--- src/rtl/ex_mem_stage.sv ---
// EX/MEM boundary: resolves branches/jumps, issues a one-cycle redirect, latches EX/MEM fields.
// Latency 1 cycle; STALL freezes all state except the REDIRECT/MISALIGN_EXC pulses, which drop.
// Optional BRANCH_MISALIGN_TRAP_EN: taken targets with bit 1 set raise MISALIGN_EXC instead of redirecting.
module ex_mem_stage (
    input  logic        CLK,
    input  logic        RESET,
    input  logic        STALL,
    input  logic        VALID_IN,
    input  logic [31:0] ALU_RESULT,
    input  logic        EQUAL,
    input  logic        SIGNEDLT,
    input  logic        UNSIGNEDLT,
    input  logic [31:0] PC,
    input  logic [31:0] IMM,
    input  logic [31:0] RS2_DATA,
    input  logic [4:0]  RD_ADDR,
    input  logic [2:0]  FUNCT3,
    input  logic        BRANCH,
    input  logic        JAL,
    input  logic        JALR,
    input  logic        REG_WRITE,
    input  logic        MEM_READ,
    input  logic        MEM_WRITE,
    output logic        VALID_OUT,
    output logic [31:0] RESULT_OUT,
    output logic [31:0] STORE_DATA_OUT,
    output logic [4:0]  RD_OUT,
    output logic [2:0]  FUNCT3_OUT,
    output logic        REG_WRITE_OUT,
    output logic        MEM_READ_OUT,
    output logic        MEM_WRITE_OUT,
    output logic        REDIRECT,
    output logic [31:0] TARGET,
    output logic        MISALIGN_EXC
);

    logic        r_squash;
    logic        r_valid;
    logic [31:0] r_result;
    logic [31:0] r_store;
    logic [4:0]  r_rd;
    logic [2:0]  r_funct3;
    logic        r_reg_write;
    logic        r_mem_read;
    logic        r_mem_write;
    logic        r_redirect;
    logic [31:0] r_target;

    logic        w_accept;
    logic        w_cond;
    logic        w_taken;
    logic        w_mis;
    logic [31:0] w_target;

    // The instruction in EX right after a taken redirect is wrong-path and never accepted.
    assign w_accept = VALID_IN & ~STALL & ~r_squash;

    always_comb begin
        w_cond = 1'b0;
        case (FUNCT3)
            3'b000:  w_cond = EQUAL;
            3'b001:  w_cond = ~EQUAL;
            3'b100:  w_cond = SIGNEDLT;
            3'b101:  w_cond = ~SIGNEDLT;
            3'b110:  w_cond = UNSIGNEDLT;
            3'b111:  w_cond = ~UNSIGNEDLT;
            default: w_cond = 1'b0;
        endcase
    end

    assign w_taken  = w_accept & (JAL | JALR | (BRANCH & w_cond));
    assign w_target = JALR ? {ALU_RESULT[31:1], 1'b0} : (PC + IMM);

`ifdef BRANCH_MISALIGN_TRAP_EN
    logic r_misalign;
    assign w_mis        = w_taken & w_target[1];
    assign MISALIGN_EXC = r_misalign;

    always_ff @(posedge CLK or posedge RESET) begin
        if (RESET)
            r_misalign <= 1'b0;
        else
            r_misalign <= ~STALL & w_mis;
    end
`else
    assign w_mis        = 1'b0;
    assign MISALIGN_EXC = 1'b0;
`endif

    always_ff @(posedge CLK or posedge RESET) begin
        if (RESET) begin
            r_squash    <= 1'b0;
            r_valid     <= 1'b0;
            r_result    <= 32'd0;
            r_store     <= 32'd0;
            r_rd        <= 5'd0;
            r_funct3    <= 3'd0;
            r_reg_write <= 1'b0;
            r_mem_read  <= 1'b0;
            r_mem_write <= 1'b0;
            r_redirect  <= 1'b0;
            r_target    <= 32'd0;
        end else if (STALL) begin
            r_redirect  <= 1'b0;
        end else begin
            r_redirect <= w_taken & ~w_mis;
            r_squash   <= w_taken & ~w_mis;
            if (w_taken)
                r_target <= w_target;
            r_valid <= w_accept;
            if (w_accept) begin
                r_result    <= (JAL | JALR) ? (PC + 32'd4) : ALU_RESULT;
                r_store     <= RS2_DATA;
                r_rd        <= RD_ADDR;
                r_funct3    <= FUNCT3;
                r_reg_write <= REG_WRITE & ~w_mis;
                r_mem_read  <= MEM_READ;
                r_mem_write <= MEM_WRITE;
            end else begin
                r_reg_write <= 1'b0;
                r_mem_read  <= 1'b0;
                r_mem_write <= 1'b0;
            end
        end
    end

    assign VALID_OUT      = r_valid;
    assign RESULT_OUT     = r_result;
    assign STORE_DATA_OUT = r_store;
    assign RD_OUT         = r_rd;
    assign FUNCT3_OUT     = r_funct3;
    assign REG_WRITE_OUT  = r_reg_write;
    assign MEM_READ_OUT   = r_mem_read;
    assign MEM_WRITE_OUT  = r_mem_write;
    assign REDIRECT       = r_redirect;
    assign TARGET         = r_target;

endmodule

--- config.mk ---
export PLATFORM = sky130hd
export DESIGN_NAME = ex_mem_stage
export DESIGN_NICKNAME = d
export VERILOG_FILES = /design/src/rtl/ex_mem_stage.sv
export SDC_FILE = /design/constraint.sdc
export NUM_CORES = 1
export LEC_CHECK = 0
export CORE_MARGIN = 2
export CORE_UTILIZATION = 42
export CTS_BUF_LIST = sky130_fd_sc_hd__clkbuf_4 sky130_fd_sc_hd__clkbuf_8 sky130_fd_sc_hd__clkbuf_16
export CTS_CLUSTER_DIAMETER = 60
export DETAILED_ROUTE_END_ITERATION = 10
export DONT_BUFFER_PORTS = 1
export PLACE_DENSITY = 0.54
export SYNTH_ARGS = -nofsm -noshare
export SYNTH_HDL_FRONTEND = slang
export SYNTH_SLANG_ARGS = --single-unit
--- constraint.sdc ---
create_clock -name CLK -period 8.7 [get_ports CLK]
set_input_delay 0.435 -clock CLK [delete_from_list [all_inputs] [get_ports CLK]]
set_output_delay 0.435 -clock CLK [all_outputs]
set_load 0.02 [all_outputs]
Yosys cells after proc, flatten, opt, wreduce, memory -nomap -nowiden:

Cells that the tools add are included.

* add/subtract/negate cells: 2
* equal/unequal tests: 5
* multiplexer cells: 7
* bitwise gates (word level): 11
* reduce and logical (&&, ||, !) cells: 3

Operator list (count)
* two-way mux 32 bit: 2
* adder 32 x 3 -> 32 bit (second input constant): 1
* adder 32 bit: 1
* equality test 3 bit (second input constant): 4
* one-hot mux 1 bit (6 select lines): 1
* NOT 1 bit: 5
* bitwise AND 1 bit: 4
* two-way mux 1 bit: 4
* AND reduction 2 bit: 2
* equality test 3 x 1 -> 1 bit (second input constant): 1
* logical NOT 3 bit: 1
* OR 1 bit: 2

* register bits after elaboration: 110
* output and inout bits: 110

Longest topological paths before layout:

Gate-level depths: netlist (run 1).

* word-level depth: 6
* gate-level depth with buffers: 10
* gate-level depth less buffers: 9

Least setup slack after synthesis (run 1):

No wires, ideal clock.

* kind: input -> register
* start point: input port PC[0]
* end point: register r_target[28] (netlist: TARGET[28])
* arrival: 2538 ps
* library setup time: 69 ps
* stages on the path: 9
* slack: 6094 ps
* cells stage by stage: ha_1 -> fa_1 -> a21oi_1 -> o21ai_1 -> a41o_1 -> a311oi_2 -> o211ai_2 -> or4_1 -> nand3_1

* cells in the longest elaborated chain, start to end: 2

Ends and longest elaborated chain
* from (decl): line 13 `input logic [31:0] PC,`
* adder 32 bit: line 72 `assign w_target = JALR ? {ALU_RESULT[31:1], 1'b0} : (PC + IMM);`
* two-way mux 32 bit: line 72
* to (signal assigned): line 109 `r_target <= w_target;`
* to (decl): line 47 `logic [31:0] r_target;`

Every way passes these cells.
A chain may end at the register's enable or synchronous reset.

Worst setup path in the final report (run 1):

* start point: input port JALR
* end point: register r_target[28] (netlist: TARGET[28])

* cells in the longest elaborated chain, start to end: 4
* elaborated cells on any way between the ends: 5

Ends and longest elaborated chain
* from (decl): line 20 `input logic JALR,`
* OR 1 bit (2 in series): line 71 `assign w_taken = w_accept & (JAL | JALR | (BRANCH & w_cond));`
* bitwise AND 1 bit: line 71
* AND reduction 2 bit (no source line)

Parallel ways exist; a longest one is shown, timed or not.

==> summary.md, run 1 <==
| Metric | Value |
|---|---|
| Dominant synthesized flop cell | sky130_fd_sc_hd__dfrtp_1 |
| Netlist cell types | 59 |
| Cell chosen for the clock root | sky130_fd_sc_hd__clkbuf_16 |
| Number of sinks on the clock net | 110 |
| Setup violations, final | 0 |
| Worst Path Required | 8930 ps |
| Async set or reset register ratio after synthesis | 100% |
| Die width | 132 µm |
| Clock Path Buffers | 2 |
| Hold WC Path Type | input port to flip-flop |
| Post-Synthesis Cells | 835 |
| Source-to-sink clock delay at the later pin of the worst-skew pair | 350 ps |
| RR Endpoint | TARGET[28] |
| Total grt overflow | 0 |
| Largest cells by area after synthesis | sky130_fd_sc_hd__dfrtp_1 40%, sky130_fd_sc_hd__nand2_1 11%, sky130_fd_sc_hd__ha_1 5.8% |
| Total Die Area | 17400 µm² |
| Register bit total from synthesis | 110 |
| Number of port buffers | 0 |
| Total GRT Usage | 24.2% |
| Levels on crit path | 7 |
| Number of antenna cells inserted | 0 |
| Count of flip-flops with a built-in enable after synthesis | 0 |
| Placeable core region | 15900 µm² |
| Max Transition Viols Final | 0 |
| Avg Synthesized Cell Area | 8.21 µm² |
| Highest Clock Rate | 345 MHz |
| Number of standard-cell rows in the floorplan | 46 |
| Cell chain of the critical path | or2_2 -> o21ai_1 -> a31o_2 -> inv_1 -> nand2b_1 -> or4_1 -> nand3_1 |
| Clock buffers created by TritonCTS | 9 |
| Half-perimeter wire length after detailed placement | 16.9 mm |
| Sequential fraction of the synthesis area | 40.2% |
| Non-filler instance count after layout | 1029 |
| Cell class contributing the biggest share of worst-path delay | simple AND/OR/NAND/NOR gates |
| Max-capacitance violation count | 0 |
| Maximum number of pins on one net before global-route repair | 90 |
| Setup Fix Bufs, Post-CTS | 0 |
| Pin slew with the least headroom to its limit | 992 ps |
| First-pass GRT wire length | 33.0 mm |
| Status | complete, no violations |
| R2r worst-path depth | 7 |
| Instance count after placement with tap cells included | 1012 |
| First-pass iteration count of the detailed router | 5 |
| Most area-hungry cell type in the Yosys netlist | sky130_fd_sc_hd__dfrtp_1 |
| Vias per Instance | 5.71 |
| Clock period minus worst slack | 2890 ps |
| Highest net fanout along the worst path | 54 |
| Starting DRC count in detailed routing | 395 |
| Number of resized instances in the post-cts repair step | 0 |
| Startpoint kind of the worst setup timing path | input port |
| Count of nets left with antenna violations after detail routing | 0 |
| Worst Hold Launch | RS2_DATA[5] |
| Worst Setup Path Type | input port to flip-flop |
| Vias post-DR | 5873 |
| Worst Setup Slack post-DPL | 5470 ps |
| Data arrival time of the critical path | 3120 ps |
| Leakage power | 3.35 nW |
| Post-route worst setup slack | 5810 ps |
| Hold Fails Final Rpt | 0 |
| Final period util | 33.3% |
| Number of DRC violations after detailed routing | 0 |
| Initial Utilization | 43.0% |
| Total Neg Setup Slack | 0 ps |
| Reg-to-reg critical path startpoint | r_squash |
| Critical path endpoint category | flip-flop |
| Gp weighted congestion | 0.944 |
| Initial antenna violation count | 0 |
| Worst Hold Depth | 2 |
| Hold bufs inserted after CTS | 1 |
| Depth of the CTS H-tree | 3 |
| Top-level port count | 259 |
| Cell area after synthesis | 6850 µm² |
| Cell with the largest stage delay on the worst path | sky130_fd_sc_hd__a31o_2 |
| Reg-to-reg setup timing slack | 5870 ps |
| DIE HEIGHT | 132 µm |
| Net count after synthesis | 1017 |
| Number of synthesis warnings | 0 |
| Final-layout fill cell count | 1601 |
| Final wirelength | 21.5 mm |
| Setup repair after global routing missed its margin | false |
| Nets | 990 |
| Layout cells sized above 1 | 4.06% |
| Clock skew after layout | 7.72 ps |
| CTS tree | yes |
| Slowest Stage Delay on Critical Path | 740 ps |
| Number of buffer and inverter stages on the critical path | 1 |
| Endpoint, Worst Hold | STORE_DATA_OUT[5] |
| Power per unit of standard cell area | 217 nW/µm² |
| Synth-to-layout area growth | 6.23% |
| Number of global-route vias before repair | 5642 |
| Clock input transition at the sequential cells of the worst setup and hold paths | 80 ps |
| Share of the synthesized area in the top cell type | 40.2% |
| Maximum VDD drop | 0.0903 mV |
| Normalized max-slew margin | 33.9% |
| Routed WL per cell | 20.8 µm |
==> metrics by stage <==
| stage | power [mW] | cell area [µm²] | util [%] | hold slack [ps] |
|---|---|---|---|---|
| after floorplan | 1.08 | 6850 | - | 463 |
| after global placement | 1.18 | 6980 | 43.8 | 350 |
| after detailed placement | 1.19 | 6980 | 43.8 | 350 |
| after CTS | 1.59 | 7280 | 45.7 | 179 |
| after global routing | 1.67 | 7280 | 45.7 | 181 |
| final | 1.58 | 7280 | 45.7 | 190 |
==> logic make-up after synthesis <==
group,Yosys count,share of synthesized area [%]
multiplexers,12,1.77
other,1,0.0547
adder cells (fa/ha/maj),33,6.13
AND/OR/NAND/NOR,351,22.4
AO/OA/AOI/OAI,216,19.0
flip-flops,110,40.2
XOR/XNOR,56,7.16
buffers and inverters,56,3.36
==> where the power goes <==
| part | switching [mW] | internal, mW |
|---|---|---|
| logic | 0.196 | 0.123 |
| registers | 0.243 | 0.621 |
| clock network | 0.188 | 0.209 |
| total | 0.628 | 0.953 |
==> placed cells by master (no fill, tap or decap), drive strengths merged, types with 3 or more instances in the layout <==
| cell | netlist | layout |
|---|---|---|
| nand2 | 202 | 202 |
| ha | 32 | 32 |
| a221oi | 3 | 3 |
| xor2 | 33 | 33 |
| a2111oi | 3 | 3 |
| or2 | 4 | 4 |
| nor2b | 4 | 4 |
| inv | 14 | 16 |
| a22o | 5 | 5 |
| mux2i | 11 | 11 |
| nand4 | 14 | 14 |
| nor3 | 9 | 9 |
| and3 | 21 | 21 |
| nor3b | 3 | 3 |
| nor4 | 3 | 3 |
| a21oi | 66 | 66 |
| buf | 12 | 3 |
| o21ai | 80 | 80 |
| xnor2 | 23 | 23 |
| clkbuf | 30 | 11 |
| and2 | 3 | 3 |
| dfrtp | 110 | 110 |
| or3 | 3 | 3 |
| a32oi | 3 | 3 |
| a211oi | 4 | 4 |
| nor2 | 55 | 55 |
| a21o | 10 | 10 |
| o21a | 8 | 8 |
| o22ai | 3 | 3 |
| nand3 | 20 | 20 |
| a31oi | 12 | 12 |
==> registers in the layout, summed over array words and instances, names as in the netlist <==
signal          flops
MEM_WRITE_OUT       1
VALID_OUT           1
STORE_DATA_OUT     32
RD_OUT              5
REG_WRITE_OUT       1
r_squash            1
RESULT_OUT         32
TARGET             32
FUNCT3_OUT          3
REDIRECT            1
MEM_READ_OUT        1
==> cells in the mapped netlist (all sizes together), types with 3 or more instances <==
master and count:
ha 32, or2 4, nor3 9, or3 3, a32oi 3, nor2 55, nand4 14, nor2b 4
a221oi 3, a211oi 4, and2 3, a22o 5, buf 12, nand2 202, o21a 8, dfrtp 110
a31oi 12, o21ai 80, a2111oi 3, xor2 33, a21o 10, mux2i 11, inv 14, clkbuf 30
a21oi 66, nor4 3, and3 21, xnor2 23, o22ai 3, nor3b 3, nand3 20
==> routing by layer <==
| layer | GRT usage, % | vias up | share of wire (%) |
|---|---|---|---|
| li1 | - | 2859 | - |
| met1 | 33.7 | 2756 | 45 |
| met2 | 37.2 | 232 | 44 |
| met3 | 6.31 | 26 | 8.2 |
| met4 | 7.43 | 0 | 2.2 |
| met5 | 0 | - | 0 |
==> how the worst max path moves through the flow <==
stage           from            end  slack, ps
3_3_place_gp    JALR     TARGET[28]       5580
5_1_grt         JALR     TARGET[28]       5570
3_5_place_dp    JALR     TARGET[28]       5470
4_1_cts         JALR     TARGET[28]       5830
6_report        JALR     TARGET[28]       5810
2_1_floorplan  RESET  FUNCT3_OUT[0]       5360
==> final cells by class <==
class / instances / area [µm²] / share of cell area [%]
clock buffers: 11 / 246 / 3.39
clock inverters: 5 / 42.5 / 0.584
inverters: 14 / 55.1 / 0.756
multi-input cells: 669 / 3880 / 53.3
flip-flops and latches: 110 / 2750 / 37.8
well taps: 216 / 270 / 3.71
repair buffers: 4 / 32.5 / 0.447
Power figures use the tool's default switching activity.
==> inputs of run 2 (changes only) <==
Clock period 8.7 ns to 2.92 ns, I/O delays scaled along.
==> run 2 against run 1 <==
Net effect: global-route usage is 1.5 points higher; critical path depth up 2; final cell count up 6.9%; wire length up 6.1%; utilization grew 4.7 points; largest cell class unchanged; non-clock buffer count increased by 71; clock power grew to 3.4 times the previous value; first-iteration DRC count did not move.
==> summary.md, run 2 (same netlist as run 1, synthesis figures left out) <==
| Metric | Value |
|---|---|
| Maximum number of pins on one net before global-route repair | 90 |
| First-pass GRT wire length | 34.9 mm |
| Clock skew after layout | 9.89 ps |
| Routed WL per cell | 20.7 µm |
| Vias per Instance | 5.62 |
| Status | complete, no violations |
| Total GRT Usage | 25.7% |
| Initial Utilization | 43.0% |
| Cell chosen for the clock root | sky130_fd_sc_hd__clkbuf_16 |
| Max-capacitance violation count | 0 |
| Vias post-DR | 6187 |
| Critical path endpoint category | flip-flop |
| Total grt overflow | 0 |
| Setup repair after global routing missed its margin | false |
| First-pass iteration count of the detailed router | 6 |
| Pin slew with the least headroom to its limit | 972 ps |
| CTS tree | yes |
| DIE HEIGHT | 132 µm |
| Highest net fanout along the worst path | 5 |
| Placeable core region | 15900 µm² |
| Most frequent standard cell in the layout excluding fill and tap cells | sky130_fd_sc_hd__nand2_1 |
| Max Transition Viols Final | 0 |
| Total Die Area | 17400 µm² |
| Total Neg Setup Slack | 0 ps |
| Worst Path Required | 3200 ps |
| Clock Path Buffers | 2 |
| Normalized max-slew margin | 35.2% |
| Synth-to-layout area growth | 17.1% |
| Startpoint kind of the worst setup timing path | input port |
| Final wirelength | 22.8 mm |
| Post-route worst setup slack | 609 ps |
| Number of sinks on the clock net | 110 |
| Number of port buffers | 0 |
| Leakage power | 3.67 nW |
| Core occupancy in the finished layout | 50.4% |
| Most frequent cells in the layout | 202 x sky130_fd_sc_hd__nand2_1, 110 x sky130_fd_sc_hd__dfrtp_1, 77 x sky130_fd_sc_hd__o21ai_0 |
| Source-to-sink clock delay at the later pin of the worst-skew pair | 340 ps |
| Die width | 132 µm |
| Number of DRC violations after detailed routing | 0 |
| Highest Clock Rate | 433 MHz |
| Clock input transition at the sequential cells of the worst setup and hold paths | 80 ps |
| Data arrival time of the critical path | 2590 ps |
| Starting DRC count in detailed routing | 395 |
| Depth of the CTS H-tree | 3 |
| Clock period minus worst slack | 2310 ps |
| Final period util | 79.2% |
| Top-level port count | 259 |
| Hold WC Path Type | input port to flip-flop |
| Maximum VDD drop | 0.348 mV |
| Setup violations, final | 0 |
| Number of antenna cells inserted | 0 |
| Hold Fails Final Rpt | 0 |
| Count of nets left with antenna violations after detail routing | 0 |
| Number of standard-cell rows in the floorplan | 46 |
| Number of global-route vias before repair | 6018 |
| Half-perimeter wire length after detailed placement | 17.1 mm |
| Worst Setup Slack post-DPL | 327 ps |
| Layout cells sized above 1 | 4.52% |
| Gp weighted congestion | 0.926 |
| Nets | 1061 |
| Initial antenna violation count | 0 |
| Clock buffers created by TritonCTS | 9 |
| Power per unit of standard cell area | 621 nW/µm² |
| Setup Fix Bufs, Post-CTS | 0 |
| Worst Setup Path Type | input port to flip-flop |
## run 2: changes by cell type in the layout (fill, tap and decap cells not counted), sizes merged
cell | previous run | this run
inv | 16 | 15
bufinv | 0 | 2
buf | 3 | 10
dlygate4sd3 | 1 | 65
clkbuf | 11 | 10
## run 2: critical path: stages
cell                       delay, ps
sky130_fd_sc_hd__ha_1            200
sky130_fd_sc_hd__fa_1            440
sky130_fd_sc_hd__a21oi_1         240
sky130_fd_sc_hd__o21ai_1         140
sky130_fd_sc_hd__a41o_1          320
sky130_fd_sc_hd__a311oi_2        360
sky130_fd_sc_hd__o211ai_2        180
sky130_fd_sc_hd__or4_1           490
sky130_fd_sc_hd__nand3_1          80
## run 2: metrics by stage
step                      hold WS, ps  instances  cell area, µm²  total power [mW]
after detailed placement         93.2       1019            7050              3.56
after floorplan                   251        835            6860              3.21
after global placement           83.7       1019            7050              3.53
after CTS                       0.158       1099            8020              5.00
after global routing             9.23       1100            8030              5.23
final                            13.1       1100            8030              4.98
## run 2: final cells by class
| type | instances | area [µm²] |
|---|---|---|
| Clock buffer | 10 | 239 |
| Clock inverter | 6 | 91.3 |
| Fill cell | 1523 | 7920 |
| Inverter | 14 | 56.3 |
| Multi-Input combinational cell | 669 | 3880 |
| Sequential cell | 110 | 2750 |
| Tap cell | 216 | 270 |
| Timing Repair Buffer | 75 | 738 |
## run 2: worst paths after layout
kind	start	end	slack, ps	cells after the start
max	PC[0]	TARGET[28]	610	9
min	ALU_RESULT[5]	TARGET[5]	10	2
max reg2reg	r_squash	TARGET[23]	700	5
min reg2reg	r_squash	r_squash	540	2
max in group asynchronous	RESET	STORE_DATA_OUT[7]	1830	3
min in group asynchronous	RESET	STORE_DATA_OUT[22]	330	2
## run 2: power breakdown
part | total, mW | switching, mW | internal, mW
sequential | 2.57 | 0.721 | 1.85
combinational | 1.06 | 0.606 | 0.449
clock | 1.36 | 0.573 | 0.782
total | 4.98 | 1.90 | 3.08
## run 2: per-layer routing
| metal | global-route usage [%] | routed length, µm | up-vias |
|---|---|---|---|
| met2 | 39.9 | 10100 | 263 |
| met3 | 8.19 | 1990 | 27 |
| met1 | 34.5 | 10100 | 2906 |
| li1 | - | - | 2991 |
| met4 | 7.73 | 561 | 0 |
| met5 | 0 | 0 | - |
## run 2: what timing repair did
action | CTS | global route
hold endpoints to repair | 82 | 1
resized for setup | 0 | 0
hold buffers | 64 | 1
==> inputs of run 3 (changes only) <==
Settings changed: PLACE_DENSITY 0.54 to 0.57.
Clock period 2.92 ns to 2 ns, I/O delays scaled along.
==> run 3 against run 2 <==
Net effect: flip-flop and latch count did not move; worst hold slack got worse by 2.3 ps; critical path depth did not move; non-clock buffer count rose by 75; critical path type unchanged; critical endpoint unchanged; largest power group unchanged.
==> summary.md, run 3 (same netlist as run 1, synthesis figures left out) <==
| Metric | Value |
|---|---|
| Status | complete, no violations |
| Overall power of the completed layout | 7.34 mW |
| Clock buffers created by TritonCTS | 9 |
| Source-to-sink clock delay at the later pin of the worst-skew pair | 350 ps |
| Total Neg Setup Slack | 0 ps |
| Number of sinks on the clock net | 110 |
| Fraction of power consumed by the clock network | 25.4% |
| Maximum number of pins on one net before global-route repair | 80 |
| Final period util | 97.4% |
| Post-route worst setup slack | 51.5 ps |
| Hold Fails Final Rpt | 0 |
| Normalized max-slew margin | 31.6% |
| Number of standard-cell rows in the floorplan | 46 |
| Total GRT Usage | 27.1% |
| Initial Utilization | 43.0% |
| Placeable core region | 15900 µm² |
| Max Transition Viols Final | 0 |
| Worst Path Required | 2270 ps |
| Instance area after placement | 7510 µm² |
| Leakage power | 4.03 nW |
| Portion of total power attributed to combinational logic | 23.5% |
| First-pass GRT wire length | 37.2 mm |
| Total Die Area | 17400 µm² |
| Worst Setup Path Type | input port to flip-flop |
| Half-perimeter wire length after detailed placement | 18.1 mm |
| Vias per Instance | 5.66 |
| Number of port buffers | 0 |
| Final-layout fill cell count | 1477 |
| Depth of the CTS H-tree | 3 |
| First-pass iteration count of the detailed router | 5 |
| CTS tree | yes |
| Layout cells sized above 1 | 10.7% |
| Max-capacitance violation count | 0 |
| Starting DRC count in detailed routing | 534 |
| Vias post-DR | 6654 |
| Design Area, Final | 8650 µm² |
| Setup repair after global routing missed its margin | false |
| Cell chosen for the clock root | sky130_fd_sc_hd__clkbuf_16 |
| Data arrival time of the critical path | 2220 ps |
| Clock skew after layout | 9.60 ps |
| DIE HEIGHT | 132 µm |
| Hold WC Path Type | input port to flip-flop |
| Power spent charging and discharging nets | 2.85 mW |
| Clock input transition at the sequential cells of the worst setup and hold paths | 80 ps |
| Top-level port count | 259 |
| Routed WL per cell | 20.4 µm |
| Power per unit of standard cell area | 849 nW/µm² |
| Initial antenna violation count | 1 |
| Core occupancy in the finished layout | 54.2% |
| Highest net fanout along the worst path | 2 |
| Setup violations, final | 0 |
| Critical path endpoint category | flip-flop |
| Most frequent standard cell in the layout excluding fill and tap cells | sky130_fd_sc_hd__nand2_1 |
| Pin slew with the least headroom to its limit | 1030 ps |
| Share of power burned in registers | 51.1% |
| Highest Clock Rate | 513 MHz |
| Clock Path Buffers | 2 |
| Nets | 1136 |
| Worst Setup Slack post-DPL | -348 ps |
| Switching share of power | 38.9% |
| Synth-to-layout area growth | 26.2% |
| Number of DRC violations after detailed routing | 0 |
| Clock period minus worst slack | 1950 ps |
| Count of nets left with antenna violations after detail routing | 0 |
| Gp weighted congestion | 0.950 |
| Startpoint kind of the worst setup timing path | input port |
| Total grt overflow | 0 |
| Most frequent cells in the layout | 202 x sky130_fd_sc_hd__nand2_1, 110 x sky130_fd_sc_hd__dfrtp_1, 80 x sky130_fd_sc_hd__dlygate4sd3_1 |
| Number of global-route vias before repair | 6627 |
| Die width | 132 µm |
| Maximum VDD drop | 0.397 mV |
| Final wirelength | 23.9 mm |
| Internal Pwr Total | 4.49 mW |
-- run 3: power groups by stage --
stage | logic (mW) | clock network [mW] | registers [mW]
6_report | 1.72 | 1.87 | 3.75
3_5_place_dp | 1.55 | 0 | 3.81
2_1_floorplan | 1.09 | 0 | 3.60
5_1_grt | 1.94 | 1.99 | 3.81
3_3_place_gp | 1.51 | 0 | 3.80
4_1_cts | 1.71 | 1.91 | 3.76
-- run 3: timing repair --
| item | 4_1_cts | 5_1_grt |
|---|---|---|
| setup endpoints to repair | 0 | 4 |
| hold buffers | 81 | 0 |
| buffers inserted | 0 | 0 |
| gates resized for setup | 0 | 3 |
| endpoints found under the hold margin | 202 | 0 |
-- run 3: worst max-delay path, cell delays in order --
cell and delay (ps):
sky130_fd_sc_hd__ha_2 180, sky130_fd_sc_hd__fa_2 400, sky130_fd_sc_hd__a21oi_2 190, sky130_fd_sc_hd__o21ai_2 80, sky130_fd_sc_hd__a41o_1 210, sky130_fd_sc_hd__a311oi_2 330
sky130_fd_sc_hd__o211ai_2 130, sky130_fd_sc_hd__or4_1 500, sky130_fd_sc_hd__nand3_1 100
-- run 3: final cells by class --
cell class	count	area (µm²)	share of cell area [%]
multi-input combinational	669	3890	45.0
tap	216	270	3.13
sequential	110	2750	31.8
antenna	1	2.50	0.0289
timing repair buffer	150	1360	15.7
clock inverter	7	88.8	1.03
inverter	14	56.3	0.651
clock buffer	9	225	2.60
-- run 3: per-stage QoR --
step	cells	hold slack [ps]
3_3_place_gp	1078	128
6_report	1176	10.8
5_1_grt	1176	11.4
4_1_cts	1175	0.0535
3_5_place_dp	1078	138
2_1_floorplan	835	205
-- run 3: worst paths after layout --
check,start,cells after the start,slack [ps],endpoint
setup reg to reg,r_squash,6,140,TARGET[31]
hold / removal,ALU_RESULT[27],3,10,TARGET[27]
min in group asynchronous,RESET,3,340,VALID_OUT
hold reg to reg,r_squash,2,540,r_squash
max in group asynchronous,RESET,3,1290,RESULT_OUT[19]
setup / recovery,PC[0],9,50,TARGET[28]
-- run 3: layer usage --
metal	global-route usage [%]	share of wire (%)	vias to the layer above
met4	11.2	3.9	0
li1	-	-	3147
met5	0	0	-
met1	35.4	42	3120
met2	43.3	45	335
met3	6.54	8.9	52
